--- config.mk ---
export PLATFORM = sky130hd
export DESIGN_NAME = spi_mem_loader_flat
export DESIGN_NICKNAME = d
export VERILOG_FILES = /design/src/rtl/spi_mem_loader_if.sv /design/src/rtl/spi_mem_loader.sv /design/src/flat_wrapper.sv
export SDC_FILE = /design/constraint.sdc
export NUM_CORES = 1
export LEC_CHECK = 0
export CELL_PAD_IN_SITES_DETAIL_PLACEMENT = 1
export CELL_PAD_IN_SITES_GLOBAL_PLACEMENT = 1
export CORE_ASPECT_RATIO = 0.6
export CORE_MARGIN = 10
export CORE_UTILIZATION = 45
export DETAILED_ROUTE_END_ITERATION = 8
export PLACE_DENSITY_LB_ADDON = 0.1
export SYNTH_ARGS = -nofsm -noshare
export SYNTH_HDL_FRONTEND = slang
export SYNTH_SLANG_ARGS = --single-unit
--- constraint.sdc ---
create_clock -name clk -period 3.8 [get_ports clk]
set_input_delay 1.14 -clock clk [delete_from_list [all_inputs] [get_ports clk]]
set_output_delay 1.14 -clock clk [all_outputs]
set_load 0.02 [all_outputs]
--- src/rtl/spi_mem_loader_if.sv ---
// Memory write port bundle between the serial loader and the imem/dmem arrays.
// Loader drives strobe, address and byte; the memories only listen, no backpressure.
interface spi_mem_loader_if #(
  parameter int IMEM_AW = 4,
  parameter int DMEM_AW = 4
);
  logic               imem_we;
  logic [IMEM_AW-1:0] imem_addr;
  logic [7:0]         imem_wdata;
  logic               dmem_we;
  logic [DMEM_AW-1:0] dmem_addr;
  logic [7:0]         dmem_wdata;

  modport master (
    output imem_we, imem_addr, imem_wdata,
    output dmem_we, dmem_addr, dmem_wdata
  );

  modport slave (
    input imem_we, imem_addr, imem_wdata,
    input dmem_we, dmem_addr, dmem_wdata
  );
endinterface

--- src/rtl/spi_mem_loader.sv ---
// Serial byte loader into imem/dmem; strobe lands 3 cycles after the 8th bit is on the pin, no backpressure.
// LOADER_CHECKSUM_EN adds a running XOR of written bytes; otherwise checksum is tied to zero.
module spi_mem_loader #(
  parameter int IMEM_AW = 4,
  parameter int DMEM_AW = 4
) (
  input  logic                  clk,
  input  logic                  rst_n,
  input  logic                  proc_en,
  input  logic                  csi,
  input  logic                  csd,
  input  logic                  mosi,
  spi_mem_loader_if.master      mem,
  output logic                  busy,
  output logic                  load_done,
  output logic                  overflow,
  output logic                  frame_err,
  output logic [7:0]            checksum
);

  localparam int CW = ((IMEM_AW > DMEM_AW) ? IMEM_AW : DMEM_AW) + 1;
  localparam logic [CW-1:0] IDEPTH = CW'(1) << IMEM_AW;
  localparam logic [CW-1:0] DDEPTH = CW'(1) << DMEM_AW;

  typedef enum logic [2:0] {
    IDLE   = 3'd0,
    LOAD_I = 3'd1,
    LOAD_D = 3'd2,
    ERR    = 3'd3,
    LOCKED = 3'd4
  } state_t;

  state_t state, nxt;

  // Equal-depth synchronisers keep select and data edges aligned to each other.
  logic csi_m, csi_s, csd_m, csd_s, mosi_m, mosi_s;

  always_ff @(posedge clk or negedge rst_n) begin
    if (!rst_n) begin
      csi_m  <= 1'b1;
      csi_s  <= 1'b1;
      csd_m  <= 1'b1;
      csd_s  <= 1'b1;
      mosi_m <= 1'b0;
      mosi_s <= 1'b0;
    end else begin
      csi_m  <= csi;
      csi_s  <= csi_m;
      csd_m  <= csd;
      csd_s  <= csd_m;
      mosi_m <= mosi;
      mosi_s <= mosi_m;
    end
  end

  logic [7:0]         sr;
  logic [2:0]         bcnt;
  logic [CW-1:0]      cnt;
  logic               imem_we_q, dmem_we_q;
  logic [IMEM_AW-1:0] imem_addr_q;
  logic [DMEM_AW-1:0] dmem_addr_q;
  logic [7:0]         imem_wdata_q, dmem_wdata_q;

  logic       frame_start, shifting, byte_done, full, do_wr, frame_end_ok;
  logic [7:0] new_byte;

  always_ff @(posedge clk or negedge rst_n) begin
    if (!rst_n) state <= IDLE;
    else        state <= nxt;
  end

  always_comb begin
    nxt          = state;
    frame_start  = 1'b0;
    shifting     = 1'b0;
    frame_end_ok = 1'b0;
    full         = 1'b0;
    case (state)
      IDLE: begin
        if (proc_en)               nxt = LOCKED;
        else if (!csi_s && !csd_s) nxt = ERR;
        else if (!csi_s)           nxt = LOAD_I;
        else if (!csd_s)           nxt = LOAD_D;
        frame_start = (nxt != IDLE) && (nxt != LOCKED);
      end
      LOAD_I: begin
        full = (cnt == IDEPTH);
        if (!csd_s)     nxt = ERR;
        else if (csi_s) nxt = IDLE;
        shifting     = (nxt == LOAD_I);
        frame_end_ok = (nxt == IDLE);
      end
      LOAD_D: begin
        full = (cnt == DDEPTH);
        if (!csi_s)     nxt = ERR;
        else if (csd_s) nxt = IDLE;
        shifting     = (nxt == LOAD_D);
        frame_end_ok = (nxt == IDLE);
      end
      ERR: begin
        if (csi_s && csd_s) nxt = IDLE;
      end
      LOCKED: begin
        if (!proc_en && csi_s && csd_s) nxt = IDLE;
      end
      default: nxt = IDLE;
    endcase
    new_byte  = {sr[6:0], mosi_s};
    byte_done = shifting && (bcnt == 3'd7);
    do_wr     = byte_done && !full;
  end

  always_ff @(posedge clk or negedge rst_n) begin
    if (!rst_n) begin
      sr           <= '0;
      bcnt         <= '0;
      cnt          <= '0;
      imem_we_q    <= 1'b0;
      dmem_we_q    <= 1'b0;
      imem_addr_q  <= '0;
      dmem_addr_q  <= '0;
      imem_wdata_q <= '0;
      dmem_wdata_q <= '0;
      load_done    <= 1'b0;
      overflow     <= 1'b0;
      frame_err    <= 1'b0;
    end else begin
      imem_we_q <= 1'b0;
      dmem_we_q <= 1'b0;
      load_done <= 1'b0;
      if (frame_start) begin
        sr        <= '0;
        bcnt      <= '0;
        cnt       <= '0;
        overflow  <= 1'b0;
        frame_err <= 1'b0;
      end
      if (shifting) begin
        sr   <= new_byte;
        bcnt <= bcnt + 3'd1;
      end
      if (do_wr) begin
        cnt <= cnt + CW'(1);
        if (state == LOAD_I) begin
          imem_we_q    <= 1'b1;
          imem_addr_q  <= cnt[IMEM_AW-1:0];
          imem_wdata_q <= new_byte;
        end else begin
          dmem_we_q    <= 1'b1;
          dmem_addr_q  <= cnt[DMEM_AW-1:0];
          dmem_wdata_q <= new_byte;
        end
      end
      // Past the last location the byte is dropped and the address parks at depth.
      if (byte_done && full) overflow <= 1'b1;
      if (nxt == ERR) frame_err <= 1'b1;
      if (frame_end_ok && (cnt != '0)) load_done <= 1'b1;
    end
  end

`ifdef LOADER_CHECKSUM_EN
  logic [7:0] chk;

  always_ff @(posedge clk or negedge rst_n) begin
    if (!rst_n)           chk <= '0;
    else if (frame_start) chk <= '0;
    else if (do_wr)       chk <= chk ^ new_byte;
  end

  assign checksum = chk;
`else
  assign checksum = 8'h00;
`endif

  assign busy           = (state == LOAD_I) || (state == LOAD_D) || (state == ERR);
  assign mem.imem_we    = imem_we_q;
  assign mem.imem_addr  = imem_addr_q;
  assign mem.imem_wdata = imem_wdata_q;
  assign mem.dmem_we    = dmem_we_q;
  assign mem.dmem_addr  = dmem_addr_q;
  assign mem.dmem_wdata = dmem_wdata_q;

endmodule

--- src/flat_wrapper.sv ---
// flat-port wrapper written by rule: the top's interface ports become plain ports
module spi_mem_loader_flat 
#(
  parameter int IMEM_AW = 4,
  parameter int DMEM_AW = 4
)
  (clk, rst_n, proc_en, csi, csd, mosi, busy, load_done, overflow, frame_err, checksum, mem_imem_we, mem_imem_addr, mem_imem_wdata, mem_dmem_we, mem_dmem_addr, mem_dmem_wdata);
  spi_mem_loader_if #(.IMEM_AW(IMEM_AW), .DMEM_AW(DMEM_AW)) mem_i ();
  input  logic clk;
  input  logic rst_n;
  input  logic proc_en;
  input  logic csi;
  input  logic csd;
  input  logic mosi;
  output logic busy;
  output logic load_done;
  output logic overflow;
  output logic frame_err;
  output logic [7:0] checksum;
  output wire logic [$bits(mem_i.imem_we)-1:0] mem_imem_we;
  output wire logic [$bits(mem_i.imem_addr)-1:0] mem_imem_addr;
  output wire logic [$bits(mem_i.imem_wdata)-1:0] mem_imem_wdata;
  output wire logic [$bits(mem_i.dmem_we)-1:0] mem_dmem_we;
  output wire logic [$bits(mem_i.dmem_addr)-1:0] mem_dmem_addr;
  output wire logic [$bits(mem_i.dmem_wdata)-1:0] mem_dmem_wdata;
  assign mem_imem_we = mem_i.imem_we;
  assign mem_imem_addr = mem_i.imem_addr;
  assign mem_imem_wdata = mem_i.imem_wdata;
  assign mem_dmem_we = mem_i.dmem_we;
  assign mem_dmem_addr = mem_i.dmem_addr;
  assign mem_dmem_wdata = mem_i.dmem_wdata;
  spi_mem_loader #(.IMEM_AW(IMEM_AW), .DMEM_AW(DMEM_AW)) u_core (.clk(clk), .rst_n(rst_n), .proc_en(proc_en), .csi(csi), .csd(csd), .mosi(mosi), .mem(mem_i), .busy(busy), .load_done(load_done), .overflow(overflow), .frame_err(frame_err), .checksum(checksum));
endmodule
==> summary.txt <==
Timing
  • Final Hold Viols: 0
  • Clock skew: 9.99 ps
  • Minimum clock period after layout: 2820 ps
  • Max-Slew Margin vs Limit: 23.4%
  • Setup_tns: 0 ps
  • Hold_ws: 360 ps
  • Slew Limit Fails: 0
  • Final worst slack: 980 ps
  • RSZ-0062 raised after global routing: no
  • Setup-failing EPs final: 0
  • Period utilization: 74.2%
  • Worst slew pin tran: 1150 ps
  • F_max: 0.355 GHz

Worst setup path
  • Critical-path top delay cell: clkdlybuf4s50_1
  • Crit-path max cell delay: 620 ps
  • CP Capture Type: output pin
  • Crit Path Max Fanout: 10
  • Nature of the critical path startpoint: flop
  • Most used cell along the critical path: nor2_1
  • Worst EP required: 2660 ps
  • Crit-path cells: nor2_1 -> nor2_1 -> clkdlybuf4s50_1
  • WS Path Type: flop to output pin
  • Worst Path Arrival: 1680 ps

Route
  • Via-to-Cell Ratio: 5.10
  • Residual DRC: 0
  • 1st-iter DRT viols: 108
  • Via Count: 1357
  • Final Routed Wirelength: 4570 um
  • TritonRoute pass-1 iters: 4
  • Post-route ant nets: 0
  • WL per Instance: 17.2 um

Yosys
  • Avg Cell Area, Syn: 13.8 sq um
  • Prevailing post-synth register cell: dfrtp_1
  • Synth Cell Area: 0.00230 sq mm
  • Most common cell in the netlist: dfrtp_1
  • Cells after synthesis: 167
  • Fraction of registers with async set or reset after synthesis: 100%
  • Synth warnings: 0
  • Top cell type by total area after synthesis: dfrtp_1
  • Synthesized flop and latch total: 53
  • Top cell type's share of synthesized area: 53.3%
  • Yosys cell types: 40
  • Post-synth top cells: dfrtp_1, mux2_2, a22o_1, buf_4, mux2_4
  • Seq/Total Area, Yosys: 57.8%
  • Largest cells by area after synthesis: dfrtp_1, mux2_2, mux2_4
  • Post-synth EDFFs: 0

Power and ir drop
  • Cell internal pwr: 0.835 mW
  • Peak supply drop: 0.000187 V
  • Combinational power share: 16.2%
  • PwrDens: 434 mW/mm^2
  • Leakage power: 1.28 nW
  • Flop pwr share: 57.9%
  • Power share of the clock group: 25.9%
  • Switching Share: 29.0%
  • Tot Pwr: 1.17 mW
  • Sw power: 0.340 mW

Placement
  • Pre-CTS setup slack: 1210 ps
  • IO Port Bufs: 35
  • RePlAce Congestion: 0.745
  • Hpwl dp: 3370 um

CTS
  • Max Root-Sink Buffers: 2
  • Clk root buf: clkbuf_8
  • Post-CTS Resized: 0
  • Setup fix buffers added after clock tree synthesis: 0
  • Clock Latency Late Sink: 300 ps
  • Clock-pin slew on the worst setup and hold paths: 90 ps
  • CTS Buf Count: 5
  • Total clock sinks: 53
  • Htree depth: 2
  • Cts hold-fix bufs: 0
  • TritonCTS clock tree: built

Floorplan
  • FP Rows: 20
  • Boundary Pins: 44
  • Die Y: 75.4 um
  • Initial core utilization: 46.0%
  • Core footprint: 0.00500 sq mm
  • Total die area: 0.00847 sq mm
  • Die W: 112 um

Finish
  • Antenna Cells: 0
  • Net count, final: 209
  • Area Overhead vs Synth: 17.6%
  • Share of layout cells above drive strength 1: 21.0%

GRT
  • Largest net degree at the start of global routing: 54
  • Number of global-route vias before repair: 1479
  • Global-route wire length before repair: 7640 um
  • Antenna violations before repair: 0
  • GR Overflow Total: 0
  • GRT Total Usage: 11.1%

Worst hold path
  • Hold Crit Class: flop to flop

Job
  • Max-cap viol count: 0

Run status
  • Run status: completed
## worst max-delay path, delay by kind of cell (launching register included)
| kind | cells | cell delay (ps) |
|---|---|---|
| flops | 1 | 550 |
| buf+inv | 1 | 620 |
| simple gates | 2 | 220 |
## final timing paths
| kind | from | end | slack (ps) | cells past startpoint |
|---|---|---|---|---|
| worst max-delay path | u_core.state[1]$_DFF_PN0_ | busy | 980 | 3 |
| worst min-delay path | u_core.mosi_m$_DFF_PN0_ | u_core.mosi_s$_DFF_PN0_ | 360 | 0 |
| max in group asynchronous | rst_n | u_core.mem.dmem_wdata[7]$_DFFE_PN0P_ | 2030 | 1 |
| worst min register to register | u_core.mosi_m$_DFF_PN0_ | u_core.mosi_s$_DFF_PN0_ | 360 | 0 |
| worst max register to register | u_core.bcnt[0]$_DFFE_PN0P_ | u_core.mem.dmem_wdata[2]$_DFFE_PN0P_ | 1410 | 6 |
| min in group asynchronous | rst_n | u_core.mem.dmem_wdata[2]$_DFFE_PN0P_ | 1060 | 1 |
## power groups by stage
stage                     sequential (mW)  combinational [mW]  clock, mW
after floorplan                     0.666               0.153          0
after global placement              0.683               0.181          0
after detailed placement            0.690               0.190          0
after CTS                           0.679               0.193      0.315
after global routing                0.689               0.210      0.343
final                               0.680               0.190      0.304
## metal layers
layer  vias to the layer above  wire (um)  track usage (%)
met1                       677       2140             14.1
met3                         4        335             4.56
met4                         0         38             2.94
met5                         -          0                0
met2                        33       2060             17.1
li1                        643          -                -
## metrics by stage
stage          area, sq um  cells  utilization (%)
6_report              2710    266             54.1
2_1_floorplan         2330    174                -
4_1_cts               2710    266             54.1
3_3_place_gp          2620    258             52.3
5_1_grt               2710    266             54.1
3_5_place_dp          2620    258             52.3
## sequential cells by signal, summed over array words and instances, names as in the netlist, 3 cells and up
signal	count
u_core.state	3
u_core.mem.dmem_wdata	8
u_core.cnt	5
u_core.bcnt	3
u_core.sr	7
u_core.mem.imem_addr	4
u_core.mem.dmem_addr	4
u_core.mem.imem_wdata	8
## area by class of cell
type | instances | area [sq um]
Clock inverter | 3 | 17.5
Multi-Input combinational cell | 99 | 842
Fill cell | 508 | 2300
Sequential cell | 53 | 1330
Inverter | 5 | 18.8
Tap cell | 66 | 82.6
Clock buffer | 5 | 68.8
Timing Repair Buffer | 35 | 345
## logic make-up (layout without fill, tap and decap cells)
group | count (synthesis) | count (layout) | share of synthesized area [%]
buffers and inverters | 22 | 48 | 6.74
XOR/XNOR | 1 | 1 | 0.381
flip-flops | 53 | 53 | 57.8
AND/OR/NAND/NOR | 33 | 33 | 9.29
AO/OA/AOI/OAI | 27 | 27 | 9.24
multiplexers | 26 | 26 | 14.2
adder cells (fa/ha/maj) | 4 | 4 | 2.17
other | 1 | 8 | 0.163
## layout by cell type, fill, tap and decap left out, types with 3 or more instances in the layout
| cell | instances |
|---|---|
| clkbuf_8 | 5 |
| conb_1 | 8 |
| dfrtp_1 | 49 |
| mux2_2 | 17 |
| a21oi_1 | 4 |
| nand2_1 | 4 |
| dfstp_2 | 4 |
| ha_1 | 4 |
| nor2_1 | 7 |
| clkdlybuf4s50_1 | 34 |
| mux2_4 | 9 |
| nand3_1 | 3 |
| inv_1 | 5 |
| a22o_1 | 10 |
No activity file was read; power rests on OpenSTA's default activity.
